$ cat config.mk
export PLATFORM = sky130hd
export DESIGN_NAME = opp_packet_decoder
export DESIGN_NICKNAME = d
export VERILOG_FILES = /design/src/rtl/opp_packet_decoder.sv
export SDC_FILE = /design/constraint.sdc
export NUM_CORES = 1
export LEC_CHECK = 0
export BUFFER_PORTS_ARGS = -buffer_cell sky130_fd_sc_hd__buf_2
export CAP_MARGIN = 15
export CORE_ASPECT_RATIO = 0.7
export CORE_UTILIZATION = 35
export DETAILED_ROUTE_END_ITERATION = 12
export SLEW_MARGIN = 20
export SYNTH_ARGS = -nofsm -noshare
export SYNTH_HDL_FRONTEND = slang
export SYNTH_SLANG_ARGS = --single-unit
export TNS_END_PERCENT = 1
$ cat constraint.sdc
create_clock -name clk_in -period 3.5 [get_ports clk_in]
set_input_delay 0.7 -clock clk_in [delete_from_list [all_inputs] [get_ports clk_in]]
set_output_delay 0.7 -clock clk_in [all_outputs]
set_load 0.005 [all_outputs]
$ cat src/rtl/opp_packet_decoder.sv
// Opponent-state packet decoder: validates 44-bit payloads, holds the
// latest fields and tracks link liveness and reset-request confirmation.
module opp_packet_decoder #(
  parameter int unsigned TIMEOUT_CYCLES = 2500000,
  parameter int unsigned RESET_CONFIRM  = 2
) (
  input  logic        clk_in,
  input  logic        rst_in_n,
  input  logic        axiov,
  input  logic [43:0] axiod,
  output logic [10:0] opp_x,
  output logic [10:0] opp_y,
  output logic [8:0]  opp_dir,
  output logic [2:0]  opp_game,
  output logic        opp_valid,
  output logic        link_lost,
  output logic        new_pulse,
  output logic        opp_reset_req,
  output logic [15:0] pkt_count,
  output logic [7:0]  err_count
);

  typedef enum logic [1:0] {
    NO_LINK = 2'd0,
    LINKED  = 2'd1,
    LOST    = 2'd2
  } state_t;

  localparam int CW = $clog2(TIMEOUT_CYCLES + 1);
  localparam logic [CW-1:0] TLAST = CW'(TIMEOUT_CYCLES - 1);
  localparam logic [2:0] RC = 3'(RESET_CONFIRM);

  state_t        state_q, state_d;
  logic [CW-1:0] sil_q, sil_d;
  logic [10:0]   x_q, x_d, y_q, y_d;
  logic [8:0]    dir_q, dir_d;
  logic [2:0]    game_q, game_d;
  logic          new_q, new_d;
  logic          rreq_q, rreq_d;
  logic [15:0]   pkt_q, pkt_d;
  logic [7:0]    err_q, err_d;
  logic [2:0]    streak_q, streak_d;
  logic          armed_q, armed_d;

  logic [10:0] px, py;
  logic [8:0]  pd;
  logic [2:0]  pg;
  logic        pf, resv_ok, ok, acc, rej;
  logic [2:0]  s_inc;

  assign px = axiod[43:33];
  assign py = axiod[31:21];
  assign pd = axiod[19:11];
  assign pg = axiod[7:5];
  assign pf = axiod[3];

  assign resv_ok = ~|{axiod[32], axiod[20], axiod[10:8],
                      axiod[4], axiod[2:0]};
  assign ok  = resv_ok && !px[10] && (py < 11'd768)
               && (pd < 9'd360);
  assign acc = axiov && ok;
  assign rej = axiov && !ok;

  always_comb begin
    state_d  = state_q;
    sil_d    = sil_q;
    x_d      = x_q;
    y_d      = y_q;
    dir_d    = dir_q;
    game_d   = game_q;
    new_d    = 1'b0;
    rreq_d   = 1'b0;
    pkt_d    = pkt_q;
    err_d    = err_q;
    streak_d = streak_q;
    armed_d  = armed_q;
    s_inc    = (streak_q == 3'd7) ? 3'd7 : streak_q + 3'd1;

    unique case (state_q)
      NO_LINK: if (acc) state_d = LINKED;
      LINKED:  if (!acc && sil_q == TLAST) state_d = LOST;
      LOST:    if (acc) state_d = LINKED;
      default: state_d = NO_LINK;
    endcase

    if (acc) begin
      sil_d = '0;
    end else if (state_q == LINKED && sil_q != TLAST) begin
      sil_d = sil_q + 1'b1;
    end

    if (acc) begin
      new_d  = {px, py, pd, pg} != {x_q, y_q, dir_q, game_q};
      x_d    = px;
      y_d    = py;
      dir_d  = pd;
      game_d = pg;
      pkt_d  = pkt_q + 16'd1;
      if (pf) begin
        streak_d = s_inc;
        if (armed_q && s_inc >= RC) begin
          rreq_d  = 1'b1;
          armed_d = 1'b0;
        end
      end else begin
        streak_d = '0;
        armed_d  = 1'b1;
      end
    end

    if (rej && err_q != 8'hFF) err_d = err_q + 8'd1;
  end

  always_ff @(posedge clk_in or negedge rst_in_n) begin
    if (!rst_in_n) begin
      state_q  <= NO_LINK;
      sil_q    <= '0;
      x_q      <= '0;
      y_q      <= '0;
      dir_q    <= '0;
      game_q   <= '0;
      new_q    <= 1'b0;
      rreq_q   <= 1'b0;
      pkt_q    <= '0;
      err_q    <= '0;
      streak_q <= '0;
      armed_q  <= 1'b1;
    end else begin
      state_q  <= state_d;
      sil_q    <= sil_d;
      x_q      <= x_d;
      y_q      <= y_d;
      dir_q    <= dir_d;
      game_q   <= game_d;
      new_q    <= new_d;
      rreq_q   <= rreq_d;
      pkt_q    <= pkt_d;
      err_q    <= err_d;
      streak_q <= streak_d;
      armed_q  <= armed_d;
    end
  end

  assign opp_x         = x_q;
  assign opp_y         = y_q;
  assign opp_dir       = dir_q;
  assign opp_game      = game_q;
  assign opp_valid     = (state_q == LINKED);
  assign link_lost     = (state_q == LOST);
  assign new_pulse     = new_q;
  assign opp_reset_req = rreq_q;
  assign pkt_count     = pkt_q;
  assign err_count     = err_q;

endmodule

# Word level (Yosys, flattened, before mapping)
# Cells that the tools add are included.
[word_totals]
in_bits = 47
out_inout_bits = 62
wordCells = 61
ff_bits = 88
[classes]
magnitude_cmp = 3
reduce_logical = 19
n_eq_ne = 10
mux = 13
addsub = 4
[ops]
columns = ["cell", "n"]
rows = [
  ["$mux W22", 2],
  ["$ne A34 B34 Y1", 1],
  ["$add A22 B1 Y22 const B", 1],
  ["$eq A22 B22 Y1 const B", 1],
  ["$ne A22 B22 Y1 const B", 1],
  ["$add A16 B1 Y16 const B", 1],
  ["$lt A11 B10 Y1 const B", 1],
  ["$logic_and A1 B1 Y1", 9],
  ["$lt A9 B9 Y1 const B", 1],
  ["$reduce_or A9 Y1", 1],
  ["$add A8 B1 Y8 const B", 1],
  ["$ne A8 B8 Y1 const B", 1],
  ["$mux W1", 6],
  ["$mux W3", 2],
  ["$ne A2 B1 Y1 const B", 3],
  ["$logic_not A1 Y1", 4],
  ["$mux W2", 2],
  ["$pmux W2 S2", 1],
  ["$reduce_and A2 Y1", 2],
  ["$add A3 B1 Y3 const B", 1],
  ["$eq A3 B3 Y1 const B", 1],
  ["$ge A3 B2 Y1 const B", 1],
  ["$eq A2 B1 Y1 const B", 1],
  ["$eq A2 B2 Y1 const B", 1],
  ["other kinds (3)", 3],
]

# Logic depth before layout (Yosys ltp)
# Gate-level depths: netlist of the first run.
[logic_depth]
word_depth = 10
depth_mapped = 8
mapped_depth_nobuf = 6

# Worst setup path after synthesis of the first run
# OpenSTA, ideal clock, no wires.
[synth_timing]
path_type = "input-to-reg"
start = "input axiod[0]"
end = "register pkt_q[3] (netlist: pkt_count[3])"
n_path_buf = 2
path_slack_ns = 1.176
required_ns = 3.375
t_arrival_ns = 2.199
setup_ns = 0.125
cell_stages = 7
path_cell_list = "or4_4 -> nor4_4 -> and2_1 -> buf_6 -> buf_6 -> nand4_1 -> xnor2_1"
[synth_between]
elab_chain_cells = 6
[synth_lines]
columns = ["element", "line", "source"]
rows = [
  ["start: declaration", "10", "input logic [43:0] axiod,"],
  ["$reduce_or A9 Y1", "57", "assign resv_ok = ~|{axiod[32], axiod[20], axiod[10:8],"],
  ["$logic_not A1 Y1", "57", ""],
  ["$logic_and A1 B1 Y1 (2 in series)", "59", "assign ok = resv_ok && !px[10] && (py < 11'd768)"],
  ["$logic_and A1 B1 Y1", "60", "&& (pd < 9'd360);"],
  ["$logic_and A1 B1 Y1", "61", "assign acc = axiov && ok;"],
  ["end signal: assignment", "137", "pkt_q <= pkt_d;"],
  ["end: declaration", "40", "logic [15:0] pkt_q, pkt_d;"],
]
# Every way passes these cells.
# A chain may end at the register's enable or synchronous reset.

# Final worst setup path of the first run
[layout_timing]
start = "input axiod[4]"
end = "register pkt_q[13] (netlist: pkt_count[13])"
# The elaborated chain is that of the path after synthesis.

==> flow_metrics.tcl, run 1 <==
set metrics [dict create \
    fin_setup_tns_ps 0 \
    path_class "input pin to register" \
    fin_skew_ps 7.388 \
    num_rows 33 \
    grt_max_degree 57 \
    layout-drive-gt1-share_pct 25.27 \
    grt_pass1_vias 3502 \
    clkTransAtPathRegs_ps 70 \
    antenna_found_initial 0 \
    via_per_inst 4.983 \
    rsz0062_at_grt "no" \
    wl_per_cell_um 14.68 \
    grt_usage_pct 17.56 \
    fmax_ghz 0.4161 \
    yosys.cell_count.top_type "nand2_1" \
    finalHoldViolCount 0 \
    synth_top_area_share_pct 49.74 \
    finalMaxSlewViolations 0 \
    syn_nets 501 \
    synth_top_area_cell "dfrtp_1" \
    finalCritPeriodShare_pct 68.66 \
    dp.final_hpwl_um 7778 \
    rr_endpoint "sil_q[1]" \
    fp.coreArea_mm2 0.01193 \
    io_buffers 108 \
    regToRegSetupSlack_ps 1370 \
    end_kind "register" \
    power_density_mw_per_mm2 457.4 \
    r2r_start "sil_q[15]" \
    gp_congestion 0.8280 \
    worstPathCellList "buf_2 > or4_1 > nor4_4 > nand2_2 > nor4_2 > xor2_1" \
    cts_buffers 9 \
    syn_area_mm2 0.004377 \
    fin_nets 613 \
    synth-seq-area-share_pct 50.34 \
    root_buffer "clkbuf_16" \
    vdd_drop_max_uv 283.8 \
    crit_arrival_ps 2670 \
    yosys_warnings 0 \
    worst_r2r_path_depth 5 \
    worst_path_max_delay_cell "or4_1" \
    antenna_cells 0 \
    setup_viol 0 \
    drtIter0Drc 142 \
    ctsHoldBuffers 0 \
    drv_cap 0 \
    post_cts_resized 0 \
    worst_slew_pin_slew_ps 729.7 \
    start_util_pct 36.68 \
    cpLargestDelayFamily "simple AND/OR/NAND/NOR gates" \
    avgSynthCellArea_um2 9.748 \
    cts_setup_buffers 0 \
    vias 3603 \
    start_kind "input pin" \
    ant_nets 0 \
    synth_edf_count 0 \
    drcViolationCount 0 \
    cts.sinks 88 \
    crit_buf_inv 1 \
    die_h_um 95.56 \
    post-place-cells 707 \
    synth_cells 449 \
    yosys_register_bits 88 \
    hp-class "input pin to async pin" \
    yosys-top-cells-area "dfrtp_1 (50%), nand2_1 (11%), xor2_1 (7.0%)" \
    grt_pass1_wl_um 17280 \
    pin_count 109 \
    yosys-top-cells-count "nand2_1 (128), dfrtp_1 (87), xor2_1 (35), xnor2_1 (32), nand3_1 (21)" \
    fp.dieW_um 135.7 \
    htreeDepth 3 \
    fillers 1163 \
    crit_required_ps 3770 \
    first_pass_iters 4 \
    dominantRegCellSynth "dfrtp_1" \
    period_minus_slack_ps 2403 \
    relSlewSlack_pct 51.35 \
    cts_tree "yes" \
    syn2layout_area_growth_pct 23.96 \
    slowest_delay_ps 600 \
    die-area_mm2 0.01296 \
    p_leak_nw 2.779 \
    outcome "finished clean" \
    ys_async_sr_fraction_pct 100.0 \
    worstSkewPairLatency_ps 350 \
    grt_overflow 0 \
    totalWireLength_um 10620 \
    finalNonFillerCells 723 \
    path_max_fanout 24 \
    cts_max_path_buffers 2 \
    synth.distinct_cells 44 \
]
per-layer routing:
| layer | vias to the layer above | routed length (um) | GRT usage [%] |
|---|---|---|---|
| li1 | 1757 | - | - |
| met1 | 1734 | 5469 | 25.21 |
| met2 | 101 | 4458 | 25.30 |
| met3 | 11 | 562 | 4.891 |
| met4 | 0 | 125 | 5.618 |
| met5 | - | 0 | 0 |
state kept, by name (all words and copies together), names as in the netlist:
register,cells
sil_q,22
pkt_count,16
opp_x,11
opp_y,11
opp_dir,9
err_count,8
opp_game,3
streak_q,3
state_q,2
armed_q,1
new_pulse,1
opp_reset_req,1
area by class of cell:
cell class              count  area, um^2  area share [%]
multi-input cells         344        2073           38.21
well taps                 157       196.4           3.621
clock inverters             7       95.09           1.753
inverters                   3       11.26          0.2076
repair buffers            115       620.6           11.44
flip-flops and latches     88        2203           40.61
clock buffers               9       225.2           4.151
power by group:
part | switching, mW | leakage, nW | internal (mW)
sequential | 0.0999 | 1.15 | 1.09
clock | 0.417 | 0.156 | 0.627
combinational | 0.121 | 1.47 | 0.126
total | 0.638 | 2.78 | 1.84
layout by cell type (no fill, tap or decap), types with 2 or more instances in the layout:
master and instances:
nand2_1 128, buf_2 107, dfrtp_1 87, xor2_1 35
xnor2_1 32, nand3_1 21, nand4_1 17, nor2_1 16
or4_1 11, and3_1 10, nor3_1 9, clkbuf_16 9
nor4_1 8, o211ai_1 8, buf_4 6, o21ai_0 5
ha_1 5, nor4b_1 4, and4_1 4, and2_1 4
inv_1 3, or3_1 3, nor2b_1 2, o211a_1 2
mux2i_1 2, clkinv_2 2, bufinv_16 2, buf_12 2
metrics by stage:
stage / hold WS, ps / util [%] / power [mW] / instance area [um^2] / setup slack, ps
after floorplan: 404.4 / - / 1.310 / 4377 / 1176
after global placement: 454.2 / 42.78 / 1.451 / 5105 / 813.3
after detailed placement: 459.8 / 42.78 / 1.456 / 5105 / 740.1
after CTS: 443.4 / 45.47 / 2.508 / 5425 / 1105
after global routing: 469.3 / 45.47 / 2.594 / 5425 / 991.4
final: 415.0 / 45.47 / 2.482 / 5425 / 1097
worst register-to-register path, stage by stage (launching register included):
cell and delay (ps):
dfrtp_1 410, or4_1 510, or3_1 370, o21ai_4 430, mux2i_1 240, nor2_1 50
cell families after synthesis:
| family | after synthesis | share of synthesized area [%] |
|---|---|---|
| XOR/XNOR | 67 | 13.41 |
| flip-flops | 88 | 50.34 |
| multiplexers | 3 | 0.7147 |
| AND/OR/NAND/NOR | 245 | 27.59 |
| AO/OA/AOI/OAI | 24 | 4.203 |
| adder cells (fa/ha/maj) | 5 | 1.429 |
| buffers and inverters | 17 | 2.315 |
worst max-delay path by stage:
stage | endpoint | cells after the start | from | slack (ps)
floorplan | pkt_count[3] | 7 | axiod[0] | 1180
detailed placement | pkt_count[13] | 6 | axiod[4] | 740
CTS | pkt_count[13] | 6 | axiod[4] | 1110
finish | pkt_count[13] | 6 | axiod[4] | 1100
global route | pkt_count[13] | 6 | axiod[4] | 990
global placement | sil_q[5] | 7 | axiod[0] | 810
Power figures use the tool's default switching activity.
==> inputs of run 2 (changes only) <==
- ABC_AREA: not set -> 1
- clock period: 3.5 -> 2.1 ns (I/O delays scaled with it)
==> flow_metrics.tcl, run 2 <==
set metrics [dict create \
    seqCellArea_mm2 0.002203 \
    hold_depth 3 \
    grt_usage_pct 17.40 \
    layout-drive-gt1-share_pct 18.92 \
    period_minus_slack_ps 1696 \
    dominantRegCellSynth "dfrtp_1" \
    largest_register "sil_q" \
    relSlewSlack_pct 69.63 \
    cts_buffers 9 \
    start_util_pct 36.28 \
    yosys.cell_count.top_type "nand2_1" \
    die_h_um 103.0 \
    die-area_mm2 0.01506 \
    clkTransAtPathRegs_ps 70 \
    utilization_pct 44.27 \
    pin_count 109 \
    worst_slew_pin_slew_ps 452.0 \
    fin_skew_ps 7.873 \
    grt_pass1_vias 4216 \
    vias 4563 \
    avgSynthCellArea_um2 7.151 \
    outcome "finished clean" \
    yosys_warnings 0 \
    syn2layout_area_growth_pct 22.01 \
    synth_top_area_share_pct 42.70 \
    fmax_ghz 0.5895 \
    wl_per_cell_um 11.87 \
    antenna_cells 0 \
    cts_max_path_buffers 2 \
    first_pass_iters 4 \
    via_per_inst 4.452 \
    rsz0062_at_grt "no" \
    drv_cap 0 \
    finalCritPeriodShare_pct 80.77 \
    critPathMostFrequentCell "nand2_1" \
    largest_reg_flops 22 \
    drtIter0Drc 256 \
    worst_r2r_path_depth 11 \
    fillers 1485 \
    r2r_start "sil_q[1]" \
    fp.coreArea_mm2 0.01405 \
    dp.final_hpwl_um 9243 \
    cts_setup_buffers 0 \
    fp.dieW_um 146.3 \
    vdd_drop_max_uv 443.2 \
    power_density_mw_per_mm2 655.2 \
    synth_top_area_cell "dfrtp_1" \
    path_class "register to register" \
    gp_congestion 0.9079 \
    io_buffers 108 \
    cts.sinks 88 \
    ys_async_sr_fraction_pct 100.0 \
    num_rows 36 \
    syn_area_mm2 0.005099 \
    grt_overflow 0 \
    crit_required_ps 2370 \
    setup_viol 0 \
    fin_nets 882 \
    final_cell_mix "nand2_1 (280), buf_2 (107), dfrtp_1 (87)" \
    start_kind "register" \
    hp-class "input pin to register" \
    cts_tree "yes" \
    antenna_found_initial 0 \
    grt_pass1_wl_um 20780 \
    worstPathCellList "ha_1 > nand2_2 > nor2_4 > nand2_1 > nor2_1 > nand2_1 > nand2_2 > nand2_4 > inv_4 > nand2_1 > nand2_1" \
    drcViolationCount 0 \
    finalHoldViolCount 0 \
    crit_arrival_ps 1970 \
    cpLargestDelayFamily "simple AND/OR/NAND/NOR gates" \
    finalMaxSlewViolations 0 \
    slowest_delay_ps 380 \
    fin_setup_tns_ps 0 \
    worstSkewPairLatency_ps 340 \
    crit_buf_inv 1 \
    post_cts_resized 0 \
    p_leak_nw 3.318 \
    synth.distinct_cells 30 \
    yosys-top-cells-area "dfrtp_1 (43%), nand2_1 (21%), xor2_1 (6.0%)" \
    htreeDepth 3 \
    grt_max_degree 38 \
    critical_path_depth 11 \
    totalWireLength_um 12170 \
    path_max_fanout 22 \
    synth-seq-area-share_pct 43.21 \
    rr_endpoint "sil_q[19]" \
    worst_path_max_delay_cell "dfrtp_1" \
    synth_cells 713 \
    end_kind "register" \
    root_buffer "clkbuf_16" \
    multiInputGateArea_mm2 0.002517 \
    syn_nets 765 \
    final_common_cell "nand2_1" \
    synth_edf_count 0 \
    regToRegSetupSlack_ps 400 \
    yosys_register_bits 88 \
    hold_end "opp_x[5]" \
    ant_nets 0 \
    yosys-top-cells-count "nand2_1 (280), dfrtp_1 (87), nor2_1 (80), inv_1 (69), nand3_1 (38)" \
    min_from "axiod[38]" \
]
run 2: cell types whose count changed in the layout (fill, tap and decap cells not counted), sizes merged, moves of 5 or more:
cell,delta
nand3b,+7
o21ai,+32
xnor2,-25
nand2,+162
and3,-10
nand3,+16
nor2,+65
nor4,-10
nor4b,-5
o211ai,-8
or4,-12
inv,+70
buf,+6
run 2: per-layer routing:
layer	global-route usage, %	routed length, um
met5	0	0
met4	4.087	106
met3	5.619	859
met2	25.27	4635
met1	24.92	6570
run 2: what timing repair did:
action	CTS	global route
endpoints found under the setup margin	0	0
endpoints found under the hold margin	20	0
hold buffers	1	0
run 2: power breakdown:
group | internal (mW) | total, mW | leakage [nW] | switching [mW]
combinational | 0.232 | 0.498 | 2.04 | 0.266
sequential | 1.80 | 1.95 | 1.13 | 0.155
clock | 0.958 | 1.63 | 0.143 | 0.669
run 2: area by class of cell:
class,instances,share of cell area [%]
multi-input cells,536,40.47
well taps,190,3.821
clock buffers,12,3.962
clock inverters,4,0.8246
inverters,73,4.445
repair buffers,122,11.06
flip-flops and latches,88,35.42
run 2: stage by stage:
stage	total power, mW	hold slack [ps]	worst slack (ps)	instances	instance area [um^2]
detailed placement	2.482	344.1	260.2	1008	5913
CTS	4.133	284.5	388.0	1025	6221
finish	4.076	294.8	403.8	1025	6221
global placement	2.473	344.2	285.9	1008	5913
floorplan	2.247	124.4	501.3	713	5099
global route	4.304	287.5	193.4	1025	6221
run 2: worst min-delay path, stage by stage:
cell     delay (ps)
buf_2            90
nand2_1          50
nand2_1          40
run 2: kinds of logic after synthesis:
| group | Yosys count | share of synthesized area (%) |
|---|---|---|
| flops | 88 | 43.21 |
| compound gates | 42 | 4.368 |
| buf+inv | 89 | 7.509 |
| xor+xnor | 42 | 7.215 |
| fa+ha+maj | 5 | 1.227 |
| simple gates | 447 | 36.47 |
run 2: how the worst max path moves through the flow:
| stage | start | end | slack, ps |
|---|---|---|---|
| global route | sil_q[1] | sil_q[3] | 190 |
| global placement | axiod[9] | streak_q[1] | 290 |
| finish | sil_q[1] | sil_q[19] | 400 |
| floorplan | pkt_count[0] | pkt_count[14] | 500 |
| CTS | sil_q[1] | sil_q[19] | 390 |
| detailed placement | axiod[9] | sil_q[19] | 260 |
==> inputs of run 3 (changes only) <==
- clock period: 2.1 -> 1.75 ns (I/O delays scaled with it)
==> flow_metrics.tcl, run 3 (synthesized netlist as in run 2, its figures left out) <==
set metrics [dict create \
    outcome "finished clean" \
    worstPathCellList "ha_1 > nand2_2 > nor2_4 > nand2_1 > nor2_1 > nand2_1 > nand2_2 > inv_2 > nand4_1 > nand2_1" \
    critPathMostFrequentCell "nand2_1" \
    p_int_mw 3.396 \
    cts_max_path_buffers 2 \
    whs_ps 235.8 \
    pin_count 109 \
    start_kind "register" \
    period_minus_slack_ps 1577 \
    fillers 1449 \
    layout-drive-gt1-share_pct 19.88 \
    multiInputGateArea_mm2 0.002525 \
    fin_skew_ps 6.177 \
    crit_arrival_ps 1840 \
    fmax_ghz 0.6340 \
    p_sw_mw 1.306 \
    vias 4676 \
    fp.dieW_um 146.3 \
    cts_setup_buffers 0 \
    drv_cap 0 \
    grt_usage_pct 17.46 \
    antenna_found_initial 0 \
    syn2layout_area_growth_pct 22.90 \
    worst_path_max_delay_cell "dfrtp_1" \
    vdd_drop_max_uv 549.7 \
    worst_slack_ps 172.6 \
    grt_pass1_vias 4309 \
    num_rows 36 \
    seqPwrFrac_pct 49.7 \
    die_h_um 103.0 \
    setup_viol 0 \
    pwr-share-clk_pct 37.4 \
    htreeDepth 3 \
    final_common_cell "nand2_1" \
    clkTransAtPathRegs_ps 70 \
    sw_frac_of_total_pct 27.77 \
    comb_power_share_pct 12.9 \
    largest_reg_flops 22 \
    wl_per_cell_um 11.97 \
    relSlewSlack_pct 71.95 \
    placed_cell_area_mm2 0.005983 \
    totalWireLength_um 12330 \
    rsz0062_at_grt "yes" \
    p_leak_nw 3.336 \
    die-area_mm2 0.01506 \
    drcViolationCount 0 \
    grt_pass1_wl_um 21070 \
    crit_required_ps 2020 \
    stdcell_area_mm2 0.006266 \
    first_pass_iters 4 \
    drtIter0Drc 242 \
    path_max_fanout 19 \
    fin_nets 888 \
    seqCellArea_mm2 0.002203 \
    finalCritPeriodShare_pct 90.14 \
    place_ws_ps -17.51 \
    cts_tree "yes" \
    gp_congestion 0.9060 \
    end_kind "register" \
    fp.coreArea_mm2 0.01405 \
    root_buffer "clkbuf_16" \
    worst_slew_pin_slew_ps 417.6 \
    io_buffers 108 \
    dp.final_hpwl_um 9424 \
    hp-class "input pin to register" \
    ant_nets 0 \
    path_class "register to register" \
    start_util_pct 36.28 \
    power_density_mw_per_mm2 750.4 \
    antenna_cells 0 \
    largest_register "sil_q" \
    grt_max_degree 37 \
    cts_buffers 9 \
    finalMaxSlewViolations 0 \
    via_per_inst 4.540 \
    finalHoldViolCount 0 \
    cts.sinks 88 \
    grt_overflow 0 \
    worstSkewPairLatency_ps 330 \
    final_cell_mix "nand2_1 (279), buf_2 (107), dfrtp_1 (87)" \
    slowest_delay_ps 400 \
]
[run 3: final timing paths]
path                             from  slack, ps  cells past startpoint       endpoint
max                          sil_q[1]        170                     10      sil_q[17]
min                         axiod[39]        240                      3       opp_x[6]
max reg2reg                  sil_q[1]        170                     10      sil_q[17]
min reg2reg                state_q[0]        450                      1     state_q[0]
max in group asynchronous    rst_in_n        760                      3      sil_q[10]
min in group asynchronous    rst_in_n        480                      2  pkt_count[13]
[run 3: metal layers]
layer / wire [um] / share of wire [%] / track usage (%) / vias up
li1: - / - / - / 2460
met2: 4837 / 39 / 25.38 / 130
met5: 0 / 0 / 0 / -
met1: 6480 / 53 / 25.17 / 2081
met4: 67 / 0.54 / 3.125 / 0
met3: 941 / 7.6 / 5.885 / 5
[run 3: repair_timing]
| item | in CTS | in global routing |
|---|---|---|
| hold endpoints to repair | 22 | 0 |
| endpoints found under the setup margin | 0 | 12 |
| gates resized for setup | 0 | 4 |
| hold buffers | 1 | 0 |
[run 3: final cells by class]
cell class | count | area share (%)
clock buffer | 10 | 3.654
clock inverter | 5 | 0.5391
inverter | 73 | 4.453
multi-input combinational | 536 | 40.30
sequential | 88 | 35.16
tap | 190 | 3.794
timing repair buffer | 128 | 12.10
[run 3: per-stage QoR]
stage	util (%)	power [mW]	setup TNS, ps	instances
after floorplan	-	2.696	0	713
after detailed placement	42.57	2.988	-113.6	1014
after CTS	44.52	4.766	0	1030
after global routing	44.59	4.961	-2.502	1030
final	44.59	4.702	0	1030
after global placement	42.57	2.977	0	1014
[run 3: critical path, delay by kind of cell, from the launching register on]
kind / cells / cell delay [ps]
fa+ha+maj: 1 / 220
simple gates: 8 / 620
buf+inv: 1 / 280
flops: 1 / 400
[run 3: power by group through the flow]
stage / registers, mW / clock network (mW) / logic, mW
2_1_floorplan: 2.33 / 0 / 0.363
3_3_place_gp: 2.37 / 0 / 0.604
3_5_place_dp: 2.37 / 0 / 0.614
4_1_cts: 2.34 / 1.81 / 0.616
5_1_grt: 2.37 / 1.89 / 0.706
6_report: 2.34 / 1.76 / 0.606
